==> src/rtl/mem_arbiter.sv <==
// mem_arbiter
//   Shares a single memory port between an instruction-fetch client and a
//   data client. One memory transaction is in flight at a time; each walks
//   IDLE -> REQ -> RESP -> DELIVER -> IDLE, so a transaction takes at least
//   four cycles. Data requests normally win arbitration. A starvation counter
//   forces a fetch grant after STARVE_LIMIT consecutive data grants that were
//   made while a fetch was waiting.
//
// Ports
//   clk, rst            clock; synchronous active-low reset
//   if_req_*            fetch request (valid/ready, addr)
//   if_flush            discards the outstanding fetch response
//   if_rsp_*            fetch response (valid/ready, data)
//   d_req_*             data request (valid/ready, addr, we, wdata, wstrb)
//   d_rsp_*             data response for reads and writes (valid/ready, rdata)
//   mem_req_*, mem_*    registered memory request (valid/ready + fields)
//   mem_rsp_*           memory response (valid, rdata), no backpressure
module mem_arbiter #(
  parameter int AW           = 32,
  parameter int DW           = 32,
  parameter int STARVE_LIMIT = 4
) (
  input  logic            clk,
  input  logic            rst,
  input  logic            if_req_valid,
  output logic            if_req_ready,
  input  logic [AW-1:0]   if_req_addr,
  input  logic            if_flush,
  output logic            if_rsp_valid,
  output logic [DW-1:0]   if_rsp_data,
  input  logic            if_rsp_ready,
  input  logic            d_req_valid,
  output logic            d_req_ready,
  input  logic [AW-1:0]   d_req_addr,
  input  logic            d_req_we,
  input  logic [DW-1:0]   d_req_wdata,
  input  logic [DW/8-1:0] d_req_wstrb,
  output logic            d_rsp_valid,
  output logic [DW-1:0]   d_rsp_rdata,
  input  logic            d_rsp_ready,
  output logic            mem_req_valid,
  input  logic            mem_req_ready,
  output logic [AW-1:0]   mem_addr,
  output logic            mem_we,
  output logic [DW-1:0]   mem_wdata,
  output logic [DW/8-1:0] mem_wstrb,
  input  logic            mem_rsp_valid,
  input  logic [DW-1:0]   mem_rsp_rdata
);

  localparam int SW = DW / 8;
  localparam int CW = $clog2(STARVE_LIMIT + 1);

  typedef enum logic [1:0] {IDLE, REQ, RESP, DELIVER} state_t;

  state_t          state_reg, state_next;
  logic            owner_fetch_reg;   // 1: fetch owns the transaction, 0: data
  logic            drop_reg, drop_next;
  logic [CW-1:0]   starve_cnt_reg;
  logic [AW-1:0]   mem_addr_reg;
  logic            mem_we_reg;
  logic [DW-1:0]   mem_wdata_reg;
  logic [SW-1:0]   mem_wstrb_reg;
  logic [DW-1:0]   rsp_data_reg;

  logic            fetch_wins;
  logic            grant_fetch;
  logic            grant_data;
  logic            flush_fetch;
  logic            capture_rsp;

  // Fetch wins when it is the only requester, or when it has been passed
  // over STARVE_LIMIT times in a row.
  assign fetch_wins  = if_req_valid &&
                       (!d_req_valid || (starve_cnt_reg == CW'(STARVE_LIMIT)));
  assign grant_fetch = (state_reg == IDLE) && fetch_wins;
  assign grant_data  = (state_reg == IDLE) && d_req_valid && !fetch_wins;
  assign flush_fetch = if_flush && owner_fetch_reg;

  // A flush arriving in the same cycle as the memory response drops it too.
  assign capture_rsp = (state_reg == RESP) && mem_rsp_valid &&
                       !(drop_reg || flush_fetch);

  always_comb begin
    state_next = state_reg;
    drop_next  = drop_reg;
    case (state_reg)
      IDLE: begin
        if (grant_fetch || grant_data) state_next = REQ;
      end
      REQ: begin
        if (flush_fetch)   drop_next  = 1'b1;
        if (mem_req_ready) state_next = RESP;
      end
      RESP: begin
        if (flush_fetch) drop_next = 1'b1;
        if (mem_rsp_valid) begin
          if (drop_reg || flush_fetch) begin
            state_next = IDLE;
            drop_next  = 1'b0;
          end else begin
            state_next = DELIVER;
          end
        end
      end
      DELIVER: begin
        if (owner_fetch_reg) begin
          if (if_rsp_ready || if_flush) state_next = IDLE;
        end else if (d_rsp_ready) begin
          state_next = IDLE;
        end
      end
      default: state_next = IDLE;
    endcase
  end

  always_ff @(posedge clk) begin
    if (!rst) begin
      state_reg       <= IDLE;
      owner_fetch_reg <= 1'b0;
      drop_reg        <= 1'b0;
      starve_cnt_reg  <= '0;
      mem_addr_reg    <= '0;
      mem_we_reg      <= 1'b0;
      mem_wdata_reg   <= '0;
      mem_wstrb_reg   <= '0;
      rsp_data_reg    <= '0;
    end else begin
      state_reg <= state_next;
      drop_reg  <= drop_next;

      if (grant_fetch) begin
        owner_fetch_reg <= 1'b1;
        mem_addr_reg    <= if_req_addr;
        mem_we_reg      <= 1'b0;
        mem_wdata_reg   <= '0;
        mem_wstrb_reg   <= '0;
        starve_cnt_reg  <= '0;
      end else if (grant_data) begin
        owner_fetch_reg <= 1'b0;
        mem_addr_reg    <= d_req_addr;
        mem_we_reg      <= d_req_we;
        mem_wdata_reg   <= d_req_wdata;
        mem_wstrb_reg   <= d_req_wstrb;
        // Only a data grant that overtakes a waiting fetch counts.
        if (if_req_valid && (starve_cnt_reg < CW'(STARVE_LIMIT)))
          starve_cnt_reg <= starve_cnt_reg + 1'b1;
      end

      if (capture_rsp) rsp_data_reg <= mem_rsp_rdata;
    end
  end

  assign if_req_ready  = grant_fetch;
  assign d_req_ready   = grant_data;
  assign mem_req_valid = (state_reg == REQ);
  assign mem_addr      = mem_addr_reg;
  assign mem_we        = mem_we_reg;
  assign mem_wdata     = mem_wdata_reg;
  assign mem_wstrb     = mem_wstrb_reg;
  assign if_rsp_valid  = (state_reg == DELIVER) && owner_fetch_reg;
  assign d_rsp_valid   = (state_reg == DELIVER) && !owner_fetch_reg;
  assign if_rsp_data   = rsp_data_reg;
  assign d_rsp_rdata   = rsp_data_reg;

endmodule

==> config.mk <==
export PLATFORM = sky130hd
export DESIGN_NAME = mem_arbiter
export DESIGN_NICKNAME = d
export VERILOG_FILES = /design/src/rtl/mem_arbiter.sv
export SDC_FILE = /design/constraint.sdc
export NUM_CORES = 1
export LEC_CHECK = 0
export ABC_AREA = 0
export BUFFER_PORTS_ARGS = -buffer_cell sky130_fd_sc_hd__clkbuf_2
export CORE_AREA = 2 2 107 109
export DETAILED_ROUTE_END_ITERATION = 8
export DIE_AREA = 0 0 109 111
export PLACE_DENSITY = 0.8
export SKIP_LAST_GASP = 1
export SLEW_MARGIN = 20
export SYNTH_ARGS = -nofsm -noshare
export SYNTH_HDL_FRONTEND = slang
export SYNTH_SLANG_ARGS = --single-unit
export TNS_END_PERCENT = 100
==> constraint.sdc <==
create_clock -name clk -period 4.4 [get_ports clk]
set_clock_uncertainty 0.1 [all_clocks]
set_input_delay 0.88 -clock clk [delete_from_list [all_inputs] [get_ports clk]]
set_output_delay 0.88 -clock clk [all_outputs]
set_load 0.02 [all_outputs]
# Yosys cells after proc, flatten, opt, wreduce, memory -nomap -nowiden
# Index checks and enable logic that the tools add are counted.
# classes
add_sub_neg	1
order_cmp	1
eq_ne	9
muxes	16
n_bitwise	1
n_reduce_logical	24
# ops
op	count
two-way mux 32 bit	2
two-way mux 2 bit	7
logical AND 1 bit	10
one-hot mux 2 bit (4 select lines)	1
inequality test 3 bit (second input constant)	2
two-way mux 1 bit	5
AND reduction 5 bit	1
== test 2 bit (second input constant)	2
zero test 1 bit	4
logical OR 1 bit	4
inequality test 2 x 1 -> 1 bit (second input constant)	2
nonzero test 2 bit	2
adder 3 x 1 -> 3 bit (second input constant)	1
== test 3 bit (second input constant)	1
less-than comparator 3 bit (second input constant)	1
== test 2 x 1 -> 1 bit (second input constant)	1
zero test 2 bit	1
inequality test 2 bit (second input constant)	1
one-hot mux 1 bit (2 select lines)	1
AND reduction 2 bit	1
OR reduction 2 bit	1
NOT 1 bit	1
# totals
register_bits	108
inputBits	142
output_inout_bits	138
word_cells	61

# Logic depth before layout (Yosys ltp)
# Gate-level depths: netlist of the first run.
# logic_depth
ltp_word	8
depth_mapped	9
ltp_nobuf	7

# Worst setup path after synthesis of the first run
# OpenSTA, ideal clock, no wires.
# synth_path
path_kind	input to output
start	in d_req_valid
end	out if_req_ready
t_arrival_ps	1546
required_time_ps	3420
setup_slack_ps	1874
path_stages	4
n_path_buf	1
cell_sequence	a21bo_2 -> nand3_2 -> buf_4 -> inv_1
# synth_via
elab_chain_cells	4
# synth_lines
element	line_no	text
from (decl)	32	input logic d_req_valid,
zero test 1 bit	75	(!d_req_valid || (starve_cnt_reg == CW'(STARVE_LIMIT)));
logical OR 1 bit	75	
logical AND 1 bit	74	assign fetch_wins = if_req_valid &&
logical AND 1 bit	76	assign grant_fetch = (state_reg == IDLE) && fetch_wins;
to (decl)	26	output logic if_req_ready,
# No other way between the ends.

# Worst setup path after layout of the first run
# layout_path
start	reg state_reg[1]
end	out d_req_ready
# layout_via
elab_chain_cells	3
# layout_lines
element	line_no	text
from (decl)	56	state_t state_reg, state_next;
from (signal assigned)	129	state_reg <= state_next;
zero test 2 bit	77	assign grant_data = (state_reg == IDLE) && d_req_valid && !fetch_wins;
logical AND 1 bit (2 in series)	77	
to (decl)	33	output logic d_req_ready,
# No other way between the ends.

==> impl_metrics.env, run 1 <==
export IMPL_status="complete, no violations"
export IMPL_grt_util_met1=0.230
export IMPL_ys_warn_count=0
export IMPL_final_area_mm2=0.00581
export IMPL_critPathTopFamily="buffers and inverters"
export IMPL_ant_nets=0
export IMPL_max_freq_mhz=325
export IMPL_synth_cell_type_count=32
export IMPL_worst_pin_slew_ns=0.821
export IMPL_syn_avg_cell_area_um2=8.16
export IMPL_syn_to_final_growth_pct=34.5
export IMPL_drt_wirelength_per_cell_um=13.1
export IMPL_fill_cells=1102
export IMPL_crit_chain="inv_1, ha_1, nand3_2, inv_2, clkbuf_2"
export IMPL_drc=0
export IMPL_cts_path_max_buffers=2
export IMPL_start_kind="flip-flop"
export IMPL_yosysSeqAreaShare=0.501
export IMPL_dieArea_mm2=0.0121
export IMPL_cp_required_ns=3.42
export IMPL_cts_resized=0
export IMPL_top_usage_layer="met2"
export IMPL_cp_max_fo=39
export IMPL_cp_slowest_cell="inv_2"
export IMPL_powerDensity_mw_per_mm2=594
export IMPL_cts_sinks=108
export IMPL_ioPinCount=280
export IMPL_grt_overflow=0
export IMPL_drt_vias_per_instance=4.72
export IMPL_regArea_mm2=0.00216
export IMPL_crit_type="flip-flop to primary output"
export IMPL_syn_nets=677
export IMPL_hold_path_class="flip-flop to flip-flop"
export IMPL_vias=4263
export IMPL_placed_area_mm2=0.00550
export IMPL_clock_latency_ns=0.33
export IMPL_die_y_um=111
export IMPL_n_antenna_cell=0
export IMPL_cts_tree="done"
export IMPL_crit_arrival_ns=2.10
export IMPL_nets=904
export IMPL_pre_cts_slack_ns=1.43
export IMPL_start_util=0.390
export IMPL_drive_gt1_frac=0.414
export IMPL_maxCapViolations=0
export IMPL_drv_slew=0
export IMPL_ir_worst_vdd_uv=449
export IMPL_drtIter0Drc=218
export IMPL_leakagePower_nw=2.79
export IMPL_cts_setup_buffers=0
export IMPL_h_tree_depth=3
export IMPL_path_buf_inv=3
export IMPL_syn_inst=529
export IMPL_place_hpwl_mm=8.65
export IMPL_gp_congestion=0.789
export IMPL_track_usage=0.193
export IMPL_use_met3=0.0629
export IMPL_clkTransAtPathRegs_ns=0.07
export IMPL_grt_max_degree=70
export IMPL_firstDrtPassIters=4
export IMPL_multi_input_area_mm2=0.00170
export IMPL_numCtsBuffers=9
export IMPL_grt_pass1_wl_mm=18.7
export IMPL_rsz0062_at_grt="no"
export IMPL_period_minus_slack_ns=3.08
export IMPL_cts_hold_buf=0
export IMPL_slew_headroom=0.452
export IMPL_portBuffers=279
export IMPL_setup_viol=0
export IMPL_layout_setup_ws_ns=1.32
export IMPL_design_core_area_mm2=0.0111
export IMPL_grt_pass1_vias=3939
export IMPL_final_hold_viol_count=0
export IMPL_total_power_mw=3.45
export IMPL_finish_utilization=0.524
export IMPL_period_share=0.700
export IMPL_finalSetupTns_ns=0
export IMPL_setup_worst_path_end_class="primary output"
export IMPL_max_stage_delay_ns=0.48
export IMPL_netlist_area_mm2=0.00432
export IMPL_cts_root_buffer_cell="clkbuf_16"
export IMPL_antenna_found_initial=0
export IMPL_synth_seq_cells=108
export IMPL_dieWidth_um=109
export IMPL_use_met2=0.329
export IMPL_rows=39
export IMPL_wl_mm=11.8
==> layout by cell type (no fill, tap or decap) <==
| cell | Yosys | final |
|---|---|---|
| a311oi_1 | 2 | 2 |
| nand2_1 | 141 | 141 |
| o21a_2 | 0 | 1 |
| nand3_1 | 2 | 2 |
| a21bo_2 | 1 | 1 |
| ha_1 | 6 | 6 |
| o21ai_1 | 1 | 1 |
| and3_1 | 2 | 1 |
| nor2_1 | 37 | 37 |
| inv_1 | 5 | 5 |
| and3_2 | 0 | 1 |
| clkbuf_16 | 0 | 9 |
| a211oi_1 | 1 | 1 |
| nand4b_1 | 1 | 1 |
| buf_4 | 39 | 5 |
| mux2i_1 | 1 | 1 |
| bufinv_16 | 0 | 1 |
| a2111oi_0 | 1 | 1 |
| nor3_1 | 24 | 24 |
| and2_1 | 1 | 1 |
| a211oi_2 | 1 | 1 |
| nor3_2 | 8 | 8 |
| inv_2 | 2 | 2 |
| clkbuf_1 | 14 | 1 |
| o22ai_1 | 32 | 32 |
| clkinv_2 | 0 | 2 |
| clkbuf_8 | 0 | 2 |
| clkbuf_2 | 0 | 279 |
| a31oi_1 | 2 | 2 |
| xnor2_1 | 1 | 1 |
| nor2b_1 | 3 | 3 |
| a21oi_1 | 74 | 74 |
| nand3_2 | 2 | 2 |
| dfxtp_1 | 108 | 108 |
| clkinvlp_4 | 0 | 1 |
| nor3b_1 | 1 | 1 |
==> metrics by stage <==
step           instances  hold slack [ns]
6_report             904            0.352
4_1_cts              904            0.356
2_1_floorplan        529            0.372
5_1_grt              904            0.367
3_5_place_dp         888            0.346
3_3_place_gp         888            0.341
==> report_power, final <==
part / internal [mW] / switching [mW]
Clock: 0.471 / 0.339
Sequential: 1.19 / 0.125
Combinational: 0.431 / 0.890
Total: 2.09 / 1.35
==> worst paths after layout <==
kind	start	end	slack (ns)	cells after the start
worst max-delay path	state_reg[1]$_SDFFE_PN0P_	d_req_ready	1.32	5
worst min-delay path	mem_wdata[3]$_SDFFE_PP0P_	mem_wdata[3]$_SDFFE_PP0P_	0.35	2
worst max register to register	state_reg[0]$_SDFFE_PN0P_	mem_addr[8]$_SDFFE_PN0P_	2.27	6
worst min register to register	mem_wdata[3]$_SDFFE_PP0P_	mem_wdata[3]$_SDFFE_PP0P_	0.35	2
==> Yosys cell counts, drive strengths merged <==
master / instances / share of area
and3: 2 / 0.0029
buf: 54 / 0.088
a311oi: 2 / 0.0041
nand3: 4 / 0.0070
and2: 1 / 0.0014
o21ai: 1 / 0.0012
ha: 6 / 0.017
o21a: 1 / 0.0017
a211oi: 2 / 0.0046
nor2: 37 / 0.032
nand2: 141 / 0.12
xnor2: 1 / 0.0020
dfxtp: 108 / 0.50
a31oi: 2 / 0.0029
a21bo: 1 / 0.0023
inv: 7 / 0.0061
nor3b: 1 / 0.0017
nor2b: 3 / 0.0043
a21oi: 74 / 0.086
o22ai: 32 / 0.046
clkbuf: 14 / 0.012
a2111oi: 1 / 0.0020
nand4b: 1 / 0.0020
mux2i: 1 / 0.0023
nor3: 32 / 0.046
==> metal layers <==
layer | share of wire | vias to the layer above
li1 | - | 2184
met1 | 0.43 | 1889
met2 | 0.48 | 180
met3 | 0.085 | 10
met4 | 0.010 | 0
met5 | 0 | -
==> tightest hold or removal path: stages (launching register included) <==
cell	delay, ns
dfxtp_1	0.31
nand2_1	0.05
a21oi_1	0.05
==> area by class of cell <==
type / instances / share of cell area
Timing Repair Buffer: 284 / 0.247
Tap cell: 143 / 0.0308
Multi-Input combinational cell: 346 / 0.293
Clock inverter: 4 / 0.00819
Sequential cell: 108 / 0.372
Inverter: 7 / 0.00453
Clock buffer: 12 / 0.0442
==> cells by family (layout without fill, tap and decap cells) <==
group / after synthesis / in the layout / synth area share
DFF: 108 / 108 / 0.501
muxes: 1 / 1 / 0.00232
adders and majority gates: 6 / 6 / 0.0174
xor gates and xnor gates: 1 / 1 / 0.00203
and+or+nand+nor: 222 / 222 / 0.221
AOI/OAI and AO/OA: 116 / 116 / 0.151
buffers and inverters: 75 / 307 / 0.106
No activity file was read; power rests on OpenSTA's default activity.
==> run 2: changes to the inputs <==
- CORE_AREA: 2 2 107 109 -> 2 2 108 110
- DIE_AREA: 0 0 109 111 -> 0 0 110 112
- PLACE_DENSITY: 0.8 -> 0.79
- clock period: 4.4 -> 2.9 ns (I/O delays scaled with it)
==> impl_metrics.env, run 2 (same netlist as run 1, synthesis figures left out) <==
export IMPL_max_freq_mhz=449
export IMPL_rrSetupSlack_ns=0.78
export IMPL_ir_worst_vdd_uv=432
export IMPL_rr_worst_depth=6
export IMPL_final_common_cell="clkbuf_2"
export IMPL_cts_path_max_buffers=2
export IMPL_period_share=0.769
export IMPL_finalSetupTns_ns=0
export IMPL_cts_resized=0
export IMPL_grt_max_degree=70
export IMPL_gp_congestion=0.757
export IMPL_clock_power_share=0.232
export IMPL_ioPinCount=280
export IMPL_syn_to_final_growth_pct=34.9
export IMPL_crit_type="flip-flop to primary output"
export IMPL_grt_pass1_vias=3831
export IMPL_hold_path_depth=3
export IMPL_cts_setup_buffers=0
export IMPL_drt_wirelength_per_cell_um=13.2
export IMPL_crit_arrival_ns=1.55
export IMPL_design_core_area_mm2=0.0112
export IMPL_startpoint="state_reg[1]$_SDFFE_PN0P_"
export IMPL_cts_hold_buf=0
export IMPL_leakagePower_nw=2.80
export IMPL_maxCapViolations=0
export IMPL_cts_sinks=108
export IMPL_drv_slew=0
export IMPL_drt_vias_per_instance=4.76
export IMPL_h_tree_depth=3
export IMPL_dieWidth_um=110
export IMPL_p_sw_frac=0.399
export IMPL_period_minus_slack_ns=2.23
export IMPL_cp_max_fo=7
export IMPL_final_hold_viol_count=0
export IMPL_worst_pin_slew_ns=0.731
export IMPL_clock_latency_ns=0.34
export IMPL_rsz0062_at_grt="no"
export IMPL_dieArea_mm2=0.0123
export IMPL_clkTransAtPathRegs_ns=0.07
export IMPL_drive_gt1_frac=0.414
export IMPL_slew_headroom=0.513
export IMPL_nets=907
export IMPL_rr_startpoint="state_reg[0]$_SDFFE_PN0P_"
export IMPL_drtIter0Drc=180
export IMPL_hold_path_class="input port to flip-flop"
export IMPL_numCtsBuffers=9
export IMPL_final_area_mm2=0.00583
export IMPL_powerDensity_mw_per_mm2=900
export IMPL_portBuffers=279
export IMPL_cp_required_ns=2.22
export IMPL_cts_tree="done"
export IMPL_n_antenna_cell=0
export IMPL_antenna_found_initial=0
export IMPL_track_usage=0.188
export IMPL_die_y_um=112
export IMPL_drc=0
export IMPL_wl_mm=12.0
export IMPL_firstDrtPassIters=4
export IMPL_internal_power_mw=3.15
export IMPL_min_to="mem_wdata[10]$_SDFFE_PP0P_"
export IMPL_finish_utilization=0.521
export IMPL_layout_common_cells="279 x clkbuf_2, 141 x nand2_1, 108 x dfxtp_1"
export IMPL_grt_overflow=0
export IMPL_start_util=0.386
export IMPL_vias=4317
export IMPL_worst_hold_startpoint="d_req_wdata[10]"
export IMPL_rr_endpoint="mem_addr[31]$_SDFFE_PN0P_"
export IMPL_rows=39
export IMPL_pwr_share_comb=0.388
export IMPL_place_hpwl_mm=8.73
export IMPL_grt_pass1_wl_mm=18.2
export IMPL_seq_power_share=0.380
export IMPL_holdWs_ns=0.352
export IMPL_setup_viol=0
export IMPL_placed_area_mm2=0.00553
export IMPL_start_kind="flip-flop"
export IMPL_setup_worst_path_end_class="primary output"
export IMPL_ant_nets=0
export IMPL_switchingPower_mw=2.09
export IMPL_status="complete, no violations"
export IMPL_cts_root_buffer_cell="clkbuf_16"
-- run 2: worst max-delay path, cell delays in order (launching register included) --
cell      delay [ns]
dfxtp_1         0.35
inv_1           0.11
ha_1            0.34
nand3_2         0.17
inv_1           0.08
clkbuf_2        0.16
-- run 2: area by class of cell --
class                   count  area (µm²)
fillers                  1083        5350
flip-flops and latches    108        2160
multi-input cells         346        1700
repair buffers            287        1470
clock buffers              10         229
well taps                 143         179
clock inverters             6        63.8
inverters                   7        26.3
-- run 2: worst max-delay path by stage --
| stage | cells after the start | slack [ns] | endpoint |
|---|---|---|---|
| 2_1_floorplan | 4 | 0.97 | if_req_ready |
| 3_3_place_gp | 6 | 0.87 | mem_addr[27]$_SDFFE_PN0P_ |
| 3_5_place_dp | 6 | 0.81 | mem_addr[22]$_SDFFE_PN0P_ |
| 4_1_cts | 5 | 0.63 | if_req_ready |
| 5_1_grt | 5 | 0.54 | if_req_ready |
| 6_report | 5 | 0.67 | if_req_ready |
-- run 2: per-layer routing --
layer  vias up  part of all wire  global-route usage
met4         0             0.018              0.0768
met2       185              0.48               0.314
li1       2194                 -                   -
met1      1920              0.42               0.222
met5         -                 0                   0
met3        18             0.088              0.0574
-- run 2: per-stage QoR --
step / total power, mW / instances / setup slack [ns]
detailed placement: 4.07 / 891 / 0.805
finish: 5.24 / 907 / 0.671
global placement: 4.04 / 891 / 0.869
global route: 5.59 / 907 / 0.540
CTS: 5.29 / 907 / 0.630
floorplan: 3.48 / 529 / 0.974
-- run 2: power by group through the flow --
stage                     sequential, mW  combinational [mW]  clock, mW
after floorplan                     2.38                1.10          0
after detailed placement            2.03                2.04          0
final                               1.99                2.03       1.21
after global placement              2.01                2.03          0
after global routing                2.03                2.24       1.31
after CTS                           2.00                2.05       1.24
